**src/rtl/player_motion_ctrl_if.sv**
```systemverilog
// Video-side bundle of the player motion controller: frame sync and object size in, committed position out.
// master = motion controller (drives position), slave = video controller (drives VS and object size).
interface player_motion_ctrl_if;
  logic       VS;
  logic [9:0] player_objWidth;
  logic [9:0] player_objHeight;
  logic [9:0] player_hStartPos;
  logic [9:0] player_vStartPos;
  logic       pos_update;

  modport master (
    input  VS,
    input  player_objWidth,
    input  player_objHeight,
    output player_hStartPos,
    output player_vStartPos,
    output pos_update
  );

  modport slave (
    output VS,
    output player_objWidth,
    output player_objHeight,
    input  player_hStartPos,
    input  player_vStartPos,
    input  pos_update
  );
endinterface

```
**src/rtl/player_motion_ctrl.sv**
```systemverilog
// Debounced buttons move the player object once per frame (VS falling edge), clamped fully on screen.
// Latency: position and pos_update change 2 cycles after the edge that samples the tick.
// Backpressure: none; ticks arriving while a frame update is in flight are dropped.
module player_motion_ctrl #(
  parameter int STEP      = 2,
  parameter int DB_CYCLES = 100000,
  parameter int H_MAX     = 640,
  parameter int V_MAX     = 480,
  parameter int H_INIT    = 320,
  parameter int V_INIT    = 240
) (
  input  logic       clk,
  input  logic       rst,
  input  logic [3:0] btns,
  input  logic       recenter,
  input  logic [3:0] blocked,
  output logic [3:0] btn_db,
  player_motion_ctrl_if.master video
);

  localparam int              CNT_W    = (DB_CYCLES > 1) ? $clog2(DB_CYCLES) : 1;
  localparam logic [CNT_W-1:0] CNT_LAST = CNT_W'(DB_CYCLES - 1);
  localparam logic [10:0]     STEP_W   = 11'(STEP);
  localparam logic [10:0]     H_MAX_W  = 11'(H_MAX);
  localparam logic [10:0]     V_MAX_W  = 11'(V_MAX);
  localparam logic [10:0]     H_INIT_W = 11'(H_INIT);
  localparam logic [10:0]     V_INIT_W = 11'(V_INIT);

  typedef enum logic [1:0] {
    IDLE   = 2'd0,
    CALC   = 2'd1,
    COMMIT = 2'd2
  } state_t;

  state_t           state;
  state_t           stateNext;
  logic             calcEn;
  logic             commitEn;
  logic [CNT_W-1:0] dbCnt [4];
  logic             vsQ;
  logic             vsSeen;
  logic             tick;
  logic [10:0]      hLim;
  logic [10:0]      vLim;
  logic [10:0]      candH;
  logic [10:0]      candV;
  logic [10:0]      nextH;
  logic [10:0]      nextV;

  // A raw level must differ from the debounced level for DB_CYCLES consecutive edges.
  always_ff @(posedge clk) begin
    if (rst) begin
      btn_db <= '0;
      for (int i = 0; i < 4; i++) dbCnt[i] <= '0;
    end else begin
      for (int i = 0; i < 4; i++) begin
        if (btns[i] != btn_db[i]) begin
          if (dbCnt[i] == CNT_LAST) begin
            btn_db[i] <= btns[i];
            dbCnt[i]  <= '0;
          end else begin
            dbCnt[i] <= dbCnt[i] + CNT_W'(1);
          end
        end else begin
          dbCnt[i] <= '0;
        end
      end
    end
  end

  // vsSeen keeps a VS held low across reset release from looking like a falling edge.
  always_ff @(posedge clk) begin
    if (rst) begin
      vsQ    <= 1'b1;
      vsSeen <= 1'b0;
    end else begin
      vsQ <= video.VS;
      if (video.VS) vsSeen <= 1'b1;
    end
  end

  assign tick = vsQ & ~video.VS & vsSeen;

  function automatic logic [10:0] moveAxis(
    input logic [10:0] pos,
    input logic        plusReq,
    input logic        minusReq,
    input logic        plusBlk,
    input logic        minusBlk,
    input logic [10:0] lim
  );
    logic [10:0] cand;
    cand = pos;
    if (minusReq && !plusReq && !minusBlk) begin
      cand = (pos < STEP_W) ? 11'd0 : pos - STEP_W;
    end else if (plusReq && !minusReq && !plusBlk) begin
      cand = ((pos + STEP_W) > lim) ? lim : pos + STEP_W;
    end
    // Also pulls the object back on screen if its size grew while parked at the edge.
    if (cand > lim) cand = lim;
    return cand;
  endfunction

  always_comb begin
    hLim = ({1'b0, video.player_objWidth} >= H_MAX_W) ? 11'd0
         : H_MAX_W - {1'b0, video.player_objWidth};
    vLim = ({1'b0, video.player_objHeight} >= V_MAX_W) ? 11'd0
         : V_MAX_W - {1'b0, video.player_objHeight};
  end

  // Screen y grows downward: down is the plus direction, up the minus.
  always_comb begin
    candH = moveAxis({1'b0, video.player_hStartPos}, btn_db[3], btn_db[2],
                     blocked[3], blocked[2], hLim);
    candV = moveAxis({1'b0, video.player_vStartPos}, btn_db[1], btn_db[0],
                     blocked[1], blocked[0], vLim);
    if (recenter) begin
      candH = (H_INIT_W > hLim) ? hLim : H_INIT_W;
      candV = (V_INIT_W > vLim) ? vLim : V_INIT_W;
    end
  end

  always_ff @(posedge clk) begin
    if (rst) state <= IDLE;
    else     state <= stateNext;
  end

  always_comb begin
    stateNext = state;
    calcEn    = 1'b0;
    commitEn  = 1'b0;
    case (state)
      IDLE: begin
        if (tick) stateNext = CALC;
      end
      CALC: begin
        calcEn    = 1'b1;
        stateNext = COMMIT;
      end
      COMMIT: begin
        commitEn  = 1'b1;
        stateNext = IDLE;
      end
      default: stateNext = IDLE;
    endcase
  end

  always_ff @(posedge clk) begin
    if (rst) begin
      nextH                  <= H_INIT_W;
      nextV                  <= V_INIT_W;
      video.player_hStartPos <= 10'(H_INIT);
      video.player_vStartPos <= 10'(V_INIT);
      video.pos_update       <= 1'b0;
    end else begin
      video.pos_update <= 1'b0;
      if (calcEn) begin
        nextH <= candH;
        nextV <= candV;
      end
      if (commitEn) begin
        video.player_hStartPos <= nextH[9:0];
        video.player_vStartPos <= nextV[9:0];
        video.pos_update       <= (nextH != {1'b0, video.player_hStartPos}) ||
                                  (nextV != {1'b0, video.player_vStartPos});
      end
    end
  end

  // The frame FSM takes three cycles per pass, so pos_update can never be two cycles wide.
  a_pos_update_pulse: assert property (@(posedge clk) disable iff (rst)
    video.pos_update |=> !video.pos_update);

  a_state_legal: assert property (@(posedge clk) disable iff (rst)
    state != 2'd3);

endmodule
```
**src/flat_wrapper.sv**
```systemverilog
// flat-port wrapper written by rule: the top's interface ports become plain ports
module player_motion_ctrl_flat 
#(
  parameter int STEP      = 2,
  parameter int DB_CYCLES = 100000,
  parameter int H_MAX     = 640,
  parameter int V_MAX     = 480,
  parameter int H_INIT    = 320,
  parameter int V_INIT    = 240
)
  (clk, rst, btns, recenter, blocked, btn_db, video_VS, video_player_objWidth, video_player_objHeight, video_player_hStartPos, video_player_vStartPos, video_pos_update);
  player_motion_ctrl_if video_i ();
  input  logic clk;
  input  logic rst;
  input  logic [3:0] btns;
  input  logic recenter;
  input  logic [3:0] blocked;
  output logic [3:0] btn_db;
  input wire logic [$bits(video_i.VS)-1:0] video_VS;
  input wire logic [$bits(video_i.player_objWidth)-1:0] video_player_objWidth;
  input wire logic [$bits(video_i.player_objHeight)-1:0] video_player_objHeight;
  output wire logic [$bits(video_i.player_hStartPos)-1:0] video_player_hStartPos;
  output wire logic [$bits(video_i.player_vStartPos)-1:0] video_player_vStartPos;
  output wire logic [$bits(video_i.pos_update)-1:0] video_pos_update;
  assign video_i.VS = video_VS;
  assign video_i.player_objWidth = video_player_objWidth;
  assign video_i.player_objHeight = video_player_objHeight;
  assign video_player_hStartPos = video_i.player_hStartPos;
  assign video_player_vStartPos = video_i.player_vStartPos;
  assign video_pos_update = video_i.pos_update;
  player_motion_ctrl #(.STEP(STEP), .DB_CYCLES(DB_CYCLES), .H_MAX(H_MAX), .V_MAX(V_MAX), .H_INIT(H_INIT), .V_INIT(V_INIT)) u_core (.clk(clk), .rst(rst), .btns(btns), .recenter(recenter), .blocked(blocked), .btn_db(btn_db), .video(video_i));
endmodule
```
**config.mk**
```make
export PLATFORM = sky130hd
export DESIGN_NAME = player_motion_ctrl_flat
export DESIGN_NICKNAME = d
export VERILOG_FILES = /design/src/rtl/player_motion_ctrl_if.sv /design/src/rtl/player_motion_ctrl.sv /design/src/flat_wrapper.sv
export SDC_FILE = /design/constraint.sdc
export NUM_CORES = 1
export LEC_CHECK = 0
export ABC_AREA = 1
export CAP_MARGIN = 30
export CORE_MARGIN = 2
export CORE_UTILIZATION = 50
export DETAILED_ROUTE_END_ITERATION = 6
export PLACE_DENSITY = 0.66
export SETUP_SLACK_MARGIN = 0.02
export SLEW_MARGIN = 20
export SYNTH_ARGS = -nofsm -noshare
export SYNTH_HDL_FRONTEND = slang
export SYNTH_SLANG_ARGS = --single-unit
export TNS_END_PERCENT = 5
```
**constraint.sdc**
```tcl
create_clock -name clk -period 6.3 [get_ports clk]
set_input_delay 1.26 -clock clk [delete_from_list [all_inputs] [get_ports clk]]
set_output_delay 1.26 -clock clk [all_outputs]
set_load 0.05 [all_outputs]
```
After elaboration in Yosys (flattened, before gate mapping)
Memory sizes are Yosys's and may differ from the RTL's.
Cells that the tools add are included.

storage, ports and cells
  register bits after elaboration = 51
  latch bits = 0
  bits in writable memories = 68
  ROM bits = 0
  word-level logic and storage cells = 163
  memories = 1

cells by class
  add/sub/neg operators = 10
  multiply operators = 0
  div/mod/pow operators = 0
  order comparisons = 10
  equality and inequality tests = 13
  shift-type cells = 0
  multiplexer cells = 78
  bitwise logic cells = 16
  reduce and logical (&&, ||, !) cells = 23

memories
  name          depth  width  rd ports  clocked after memory_dff  write ports  line                      text
  u_core.dbCnt  4      17     4         0                         4            player_motion_ctrl.sv:39  logic [CNT_W-1:0] dbCnt [4];

operators by type and width
  operator                                                            number
  two-way mux 17 bit                                                  12
  two-way mux 11 bit                                                  16
  adder 17 x 1 -> 17 bit, second input constant                       4
  equality test 17 bit, second input constant                         4
  two-way mux 1 bit                                                   48
  greater-than comparator 11 bit                                      4
  adder 10 x 2 -> 11 bit, second input constant                       2
  != test 11 x 10 -> 1 bit                                            2
  subtractor 10 x 2 -> 11 bit, second input constant                  2
  < comparator 10 x 2 -> 1 bit, second input constant                 2
  OR 1 bit                                                            12
  greater-than comparator 8 x 11 -> 1 bit, first input constant       1
  greater-than comparator 9 x 11 -> 1 bit, first input constant       1
  subtractor 10 x 10 -> 11 bit, first input constant                  1
  subtractor 9 x 10 -> 11 bit, first input constant                   1
  greater-or-equal comparator 10 bit, second input constant           1
  greater-or-equal comparator 10 x 9 -> 1 bit, second input constant  1
  logical AND 1 bit                                                   8
  logical NOT 1 bit                                                   8
  AND reduction 2 bit                                                 4
  != test 1 bit                                                       4
  case mux 2 bit (2 select lines)                                     1
  AND 1 bit                                                           2
  equality test 2 x 1 -> 1 bit, second input constant                 1
  other kinds (7)                                                     8

Logic depth before layout (Yosys ltp)
Gate-level depths: netlist (run 1).

  depth after elaboration = 9
  depth in mapped cells = 36

Worst setup path before layout (run 1)
OpenSTA, ideal clock, no wires.

  kind = in2reg
  start point = input video_player_objHeight[0]
  end point = register u_core.nextV[0]
  setup time = 117 ps
  data arrival time = 4780 ps
  path slack = 1403 ps
  stages = 30
  cell sequence = inv_1 > ha_1 > nand3_1 > nand2_1 > xor2_1 > nor2_2 > inv_1 > ha_1 > inv_1 > nor2_1 > nand2_1 > nor2_1 > nand2_1 > nand3_2 > nand2_1 > buf_4 > nand2_1 > nand3_1 > nand2_1 > nand2_1 > ha_1 > a21oi_1 > nor2_1 > a211oi_1 > nand3_1 > nand2_1 > clkbuf_1 > nand3_1 > a21oi_1 > nor2_1

on the way
  word-level cells in the longest chain between the ends = 9
  elaborated cells on any way between the ends = 12
  those cells by class = 1 x add/sub; 4 x order compare; 7 x mux

RTL lines
  item                                                                                               line                                                  text
  from (decl)                                                                                        flat_wrapper.sv:21                                    input wire logic [$bits(video_i.player_objHeight)-1:0] video_player_objHeight;
  subtractor 9 x 10 -> 11 bit / greater-or-equal comparator 10 x 9 -> 1 bit (equally long branches)  player_motion_ctrl.sv:108, player_motion_ctrl.sv:107
  two-way mux 11 bit (*)                                                                             player_motion_ctrl.sv:107                             vLim = ({1'b0, video.player_objHeight} >= V_MAX_W) ? 11'd0
  greater-than comparator 11 bit                                                                     player_motion_ctrl.sv:97                              cand = ((pos + STEP_W) > lim) ? lim : pos + STEP_W;
  two-way mux 11 bit                                                                                 player_motion_ctrl.sv:97
  two-way mux 11 bit                                                                                 player_motion_ctrl.sv:96                              end else if (plusReq && !minusReq && !plusBlk) begin
  two-way mux 11 bit                                                                                 player_motion_ctrl.sv:94                              if (minusReq && !plusReq && !minusBlk) begin
  greater-than comparator 11 bit                                                                     player_motion_ctrl.sv:100                             if (cand > lim) cand = lim;
  two-way mux 11 bit                                                                                 player_motion_ctrl.sv:100
  two-way mux 11 bit (*)                                                                             player_motion_ctrl.sv:117                             if (recenter) begin
  to (signal assigned)                                                                               player_motion_ctrl.sv:159                             nextV <= candV;
  to (decl)                                                                                          player_motion_ctrl.sv:48                              logic [10:0] nextV;

Mark *: on every way between the ends. The rest lies on a longest branch, timed or not.
A chain may end at the register's enable or synchronous reset.

Final worst setup path (run 1)
Same ends and word-level chain as after synthesis.

==> run metrics, run 1 <==
outcome finished, final reports clean; Skew-Pair Late Insertion Delay 420 ps; area growth from synthesis to layout 16.9%; Worst VDD drop 0.212 mV; Tcrit/Tclk final 91.2%; Post-CTS Setup Bufs 0; RSZ-0062 raised after global routing false; Synth top area share 22.0%; startpoint types input pin; DRT antenna net count 0; cell taking the most area after synthesis edfxtp_1; area of the die 19700 um2; Highest Clock Rate 174 MHz; DRT iter0 DRCs 611; number of global-route vias before repair 8190; CTS tree built; Die X-Extent 140 um; Post-synth EDFFs 68; Rows 49; power per cell area 196 nW/um2; fin cells 1643; core area 18100 um2; Fin Clk Skew 11.9 ps; Hold Path Class reg2reg; Mapped Area 9300 um2; cts bufs inserted 17; crit path time final 5740 ps; top cells by count, synth nand2_1 (243), inv_1 (171), a21oi_1 (116); setup violators final 0; final hold vios 0; max-cap violations 0; vias 8648; crit end category flip-flop; chip height 140 um; slew margin rel. 37.4%; TritonRoute pass-1 iters 5; average size of a mapped cell 7.28 um2; critical path arrival 6030 ps; most common cell in the netlist nand2_1; initial antenna violation count 0; Worst path most repeated cell nand2_1; post-synthesis sequential area ratio 32.9%; Starting Density 51.4%; setup TNS 0 ps; H-Tree Depth 4; Slew Limit Fails 0; Post-synth ARST share 0%; hold buffer count at cts 0; CTS root buf clkbuf_16; Finished Cell Area 10900 um2; Worst Path Buf+Inv 7; total design power 2.13 mW; Setup CP Type in2reg; ANT cells 0; Via density 5.26; global-route wire length before repair 39300 um; largest cells by area after synthesis edfxtp_1 (22%), dfxtp_1 (11%), nand2_1 (9.8%); flops & latches, synth 119; family with the most delay on the worst path simple AND/OR/NAND/NOR gates; Boundary Pins 57; synthesized instance count 1278; CP Data Required Time 6590 ps; Ys Warns 0; ys flop type edfxtp_1; Final GP Congestion 0.957; Crit Path Max Fanout 13; Placed Cells 1611; Tot GR Track Use 24.3%; drt wl/cell 14.0 um; Num Clock Sinks 119; Distinct cells, synth 61; worst slew pin tran 935 ps; post-DP HPWL 17900 um; largest net degree at the start of global routing 29; Lkg Pwr 4.76 nW; final net count 1487; post-CTS sizing 0; grt ovf 0; Largest stage delay, worst path 490 ps; maximum buffer depth of the clock tree 2; Post-Place Cell Area 10300 um2; Worst path slowest cell clkdlybuf4s50_1; I/O Buffers 56; final wirelength 23100 um; tightest hold margin 449 ps; clk slew on worst S/H paths 50 ps; DRC viols 0; share of layout cells above drive strength 1 9.76%
## routing by layer
layer | global-route usage (%) | vias up | routed length (um)
met2 | 38.2 | 231 | 10400
met4 | 6.86 | 0 | 329
li1 | - | 4481 | -
met1 | 34.3 | 3905 | 11000
met3 | 4.44 | 31 | 1350
met5 | 0 | - | 0
## logic make-up after synthesis
family	after synthesis	share of synthesized area, %
xor gates and xnor gates	49	4.61
other	1	0.0403
DFF	119	32.9
AOI/OAI and AO/OA	250	14.9
buffers and inverters	221	9.33
adders and majority gates	54	7.26
and+or+nand+nor	584	30.9
## state kept, by name (all words and copies together) (netlist names)
| name | cells |
|---|---|
| u_core.nextV | 11 |
| u_core.video.player_hStartPos | 10 |
| u_core.nextH | 11 |
| u_core.video.pos_update | 1 |
| u_core.state | 2 |
| u_core.vsQ | 1 |
| u_core.btn_db | 4 |
| u_core.video.player_vStartPos | 10 |
| u_core.dbCnt | 68 |
| u_core.vsSeen | 1 |
## worst register-to-register path: cells and delay by family, from the launching register on
| family | cells | cell delay, ps |
|---|---|---|
| adders and majority gates | 3 | 820 |
| and+or+nand+nor | 18 | 1940 |
| DFF | 1 | 570 |
| buffers and inverters | 4 | 520 |
| xor gates and xnor gates | 1 | 160 |
| AOI/OAI and AO/OA | 4 | 660 |
## worst paths after layout
kind,from,end,depth (start not counted),slack (ps)
setup / recovery,video_player_objHeight[0],u_core.nextV[0],31,560
hold / removal,u_core.state[0],u_core.state[0],1,450
setup reg to reg,u_core.video.player_vStartPos[1],u_core.nextV[0],30,1510
hold reg to reg,u_core.state[0],u_core.state[0],1,450
## area by class of cell
| class | instances | area [um2] |
|---|---|---|
| fillers | 1742 | 7220 |
| multi-input cells | 1007 | 5630 |
| flip-flops and latches | 119 | 3060 |
| inverters | 192 | 727 |
| repair buffers | 64 | 621 |
| clock buffers | 19 | 433 |
| well taps | 229 | 287 |
| clock inverters | 13 | 108 |
## metrics by stage
stage          utilization (%)  setup WS, ps
2_1_floorplan                -          1400
3_3_place_gp              57.1          40.2
3_5_place_dp              57.1          55.2
4_1_cts                   60.1           479
5_1_grt                   60.1           110
6_report                  60.1           557
## cell usage in the layout (no fill, tap or decap), types with 54 or more instances in the layout
cell / n
nand2_1: 242
inv_1: 171
a21oi_1: 116
nand3_1: 78
edfxtp_1: 68
clkdlybuf4s50_1: 56
ha_1: 54
o21ai_0: 65
nor2_1: 109
conb_1: 70
## where the power goes
part	switching (mW)	leakage, nW	internal (mW)
sequential	0.0306	1.11	0.857
clock	0.349	0.260	0.538
combinational	0.231	3.38	0.123
total	0.611	4.76	1.52
No activity file was read; power rests on OpenSTA's default activity.
==> run 2: changes to the inputs <==
--- a/config.mk
+++ b/config.mk
@@ -7,10 +7,12 @@
 export LEC_CHECK = 0
 export ABC_AREA = 1
 export CAP_MARGIN = 30
+export CELL_PAD_IN_SITES_DETAIL_PLACEMENT = 0
+export CELL_PAD_IN_SITES_GLOBAL_PLACEMENT = 1
 export CORE_MARGIN = 2
-export CORE_UTILIZATION = 50
+export CORE_UTILIZATION = 45
 export DETAILED_ROUTE_END_ITERATION = 6
-export PLACE_DENSITY = 0.66
+export PLACE_DENSITY = 0.79
 export SETUP_SLACK_MARGIN = 0.02
 export SLEW_MARGIN = 20
 export SYNTH_ARGS = -nofsm -noshare
==> run 2 against run 1 <==
First-iteration DRC count grew 4.3%. Routed wire length up 6.7%. Critical path depth stayed put. Maximum frequency decreased by 0.56%.
==> run metrics, run 2 (synthesis results as in run 1) <==
outcome finished, final reports clean; final wirelength 24600 um; global-route wire length before repair 40600 um; hold depth 1; max FFs per register 68; CTS tree built; Fin Clk Skew 11.1 ps; I/O Buffers 56; setup slack, reg-to-reg 1410 ps; Slew Limit Fails 0; Skew-Pair Late Insertion Delay 410 ps; Num Clock Sinks 119; core area 20200 um2; clk slew on worst S/H paths 50 ps; Biggest register u_core.dbCnt; largest net degree at the start of global routing 37; multi-input logic area 5630 um2; Boundary Pins 57; Highest Clock Rate 173 MHz; hold_sp u_core.state[0]; worst reg2reg startpoint u_core.video.player_vStartPos[1]; r2r endpoint u_core.nextV[7]; final net count 1495; power per cell area 203 nW/um2; H-Tree Depth 4; DRT antenna net count 0; Lkg Pwr 4.82 nW; share of layout cells above drive strength 1 10.3%; initial antenna violation count 0; Post-CTS Setup Bufs 0; slew margin rel. 35.9%; largest registers u_core.dbCnt: 68 flops, u_core.nextH: 11 flops, u_core.nextV: 11 flops; area of the die 21800 um2; Post-Place Cell Area 10400 um2; Hold Path Class reg2reg; CTS root buf clkbuf_16; final hold vios 0; ANT cells 0; area growth from synthesis to layout 18.6%; Tcrit/Tclk final 91.7%; Starting Density 46.0%; DRT iter0 DRCs 637; Finished Cell Area 11000 um2; R2R cell count 30; FILL cells 2018; Worst path slowest cell clkdlybuf4s50_1; DRC viols 0; Worst Hold End u_core.state[0]; startpoint types input pin; chip height 148 um; Final GP Congestion 0.923; vias 8587; Worst VDD drop 0.220 mV; CP Data Required Time 6590 ps; setup violators final 0; cts bufs inserted 17; Die X-Extent 148 um; post-DP HPWL 19300 um; TritonRoute pass-1 iters 5; Tot GR Track Use 23.1%; maximum buffer depth of the clock tree 2; Via density 5.08; Largest stage delay, worst path 500 ps; grt ovf 0; Worst path most repeated cell nand2_1; Rows 52; crit path time final 5780 ps; number of global-route vias before repair 8159; Worst Path Buf+Inv 6; crit end category flip-flop; worst slack, placed 210 ps; tightest hold margin 445 ps; Crit Path Max Fanout 11; max-cap violations 0; post-CTS sizing 0; hold buffer count at cts 0; most frequent cells in the layout nand2_1 (243), inv_1 (171), a21oi_1 (116); drt wl/cell 14.5 um; setup TNS 0 ps; worst setup margin 524 ps; worst slew pin tran 958 ps; RSZ-0062 raised after global routing false; critical path arrival 6060 ps; FF+latch area 3060 um2; Setup CP Type in2reg; most common cell after layout, fill and taps aside nand2_1; family with the most delay on the worst path simple AND/OR/NAND/NOR gates
==> run 2: cell count changes in the layout (fill, tap and decap cells not counted) <==
cell / before / now
buf_4: 8 / 16
clkinv_2: 6 / 3
inv_6: 2 / 5
bufinv_16: 1 / 3
clkbuf_1: 2 / 0
clkinvlp_4: 3 / 2
nand2_1: 242 / 243
nand2_2: 14 / 13
==> run 2: worst max path at each step <==
stage               cells past startpoint  slack, ps                 startpoint              end
finish                                 31        520  video_player_objHeight[0]  u_core.nextV[7]
global route                           28        140  video_player_objHeight[0]  u_core.nextV[0]
CTS                                    31        620  video_player_objHeight[0]  u_core.nextV[7]
detailed placement                     31        210  video_player_objHeight[0]  u_core.nextV[7]
global placement                       31        190  video_player_objHeight[0]  u_core.nextV[7]
floorplan                              30       1400  video_player_objHeight[0]  u_core.nextV[0]
==> run 2: cell type report <==
type	instances	area share, %
multi-input cells	1007	51.0
flip-flops and latches	119	27.8
well taps	270	3.06
clock buffers	17	3.85
inverters	192	6.59
clock inverters	14	1.55
repair buffers	72	6.17
==> run 2: metrics by stage <==
step / power, mW / std cells / utilization [%]
finish: 2.24 / 1691 / 54.5
detailed placement: 1.26 / 1660 / 51.6
CTS: 2.25 / 1691 / 54.5
global placement: 1.26 / 1660 / 51.6
global route: 2.34 / 1691 / 54.5
floorplan: 1.15 / 1347 / -
==> run 2: power breakdown <==
group / leakage, nW / internal (mW) / switching [mW]
sequential: 1.11 / 0.857 / 0.0307
clock: 0.288 / 0.622 / 0.361
combinational: 3.42 / 0.128 / 0.237
==> run 2: metal layers <==
metal / up-vias / wire length [um] / track usage (%)
li1: 4488 / - / -
met1: 3896 / 12000 / 32.5
met2: 177 / 11300 / 37.4
met3: 26 / 941 / 3.27
met4: 0 / 386 / 5.77
met5: - / 0 / 0
==> run 2: worst reg2reg max path: cells and delay by family (launching register included) <==
kind	cells	cell delay, ps
compound gates	3	530
xor+xnor	1	150
fa+ha+maj	3	820
buf+inv	3	480
flops	1	560
simple gates	20	2230
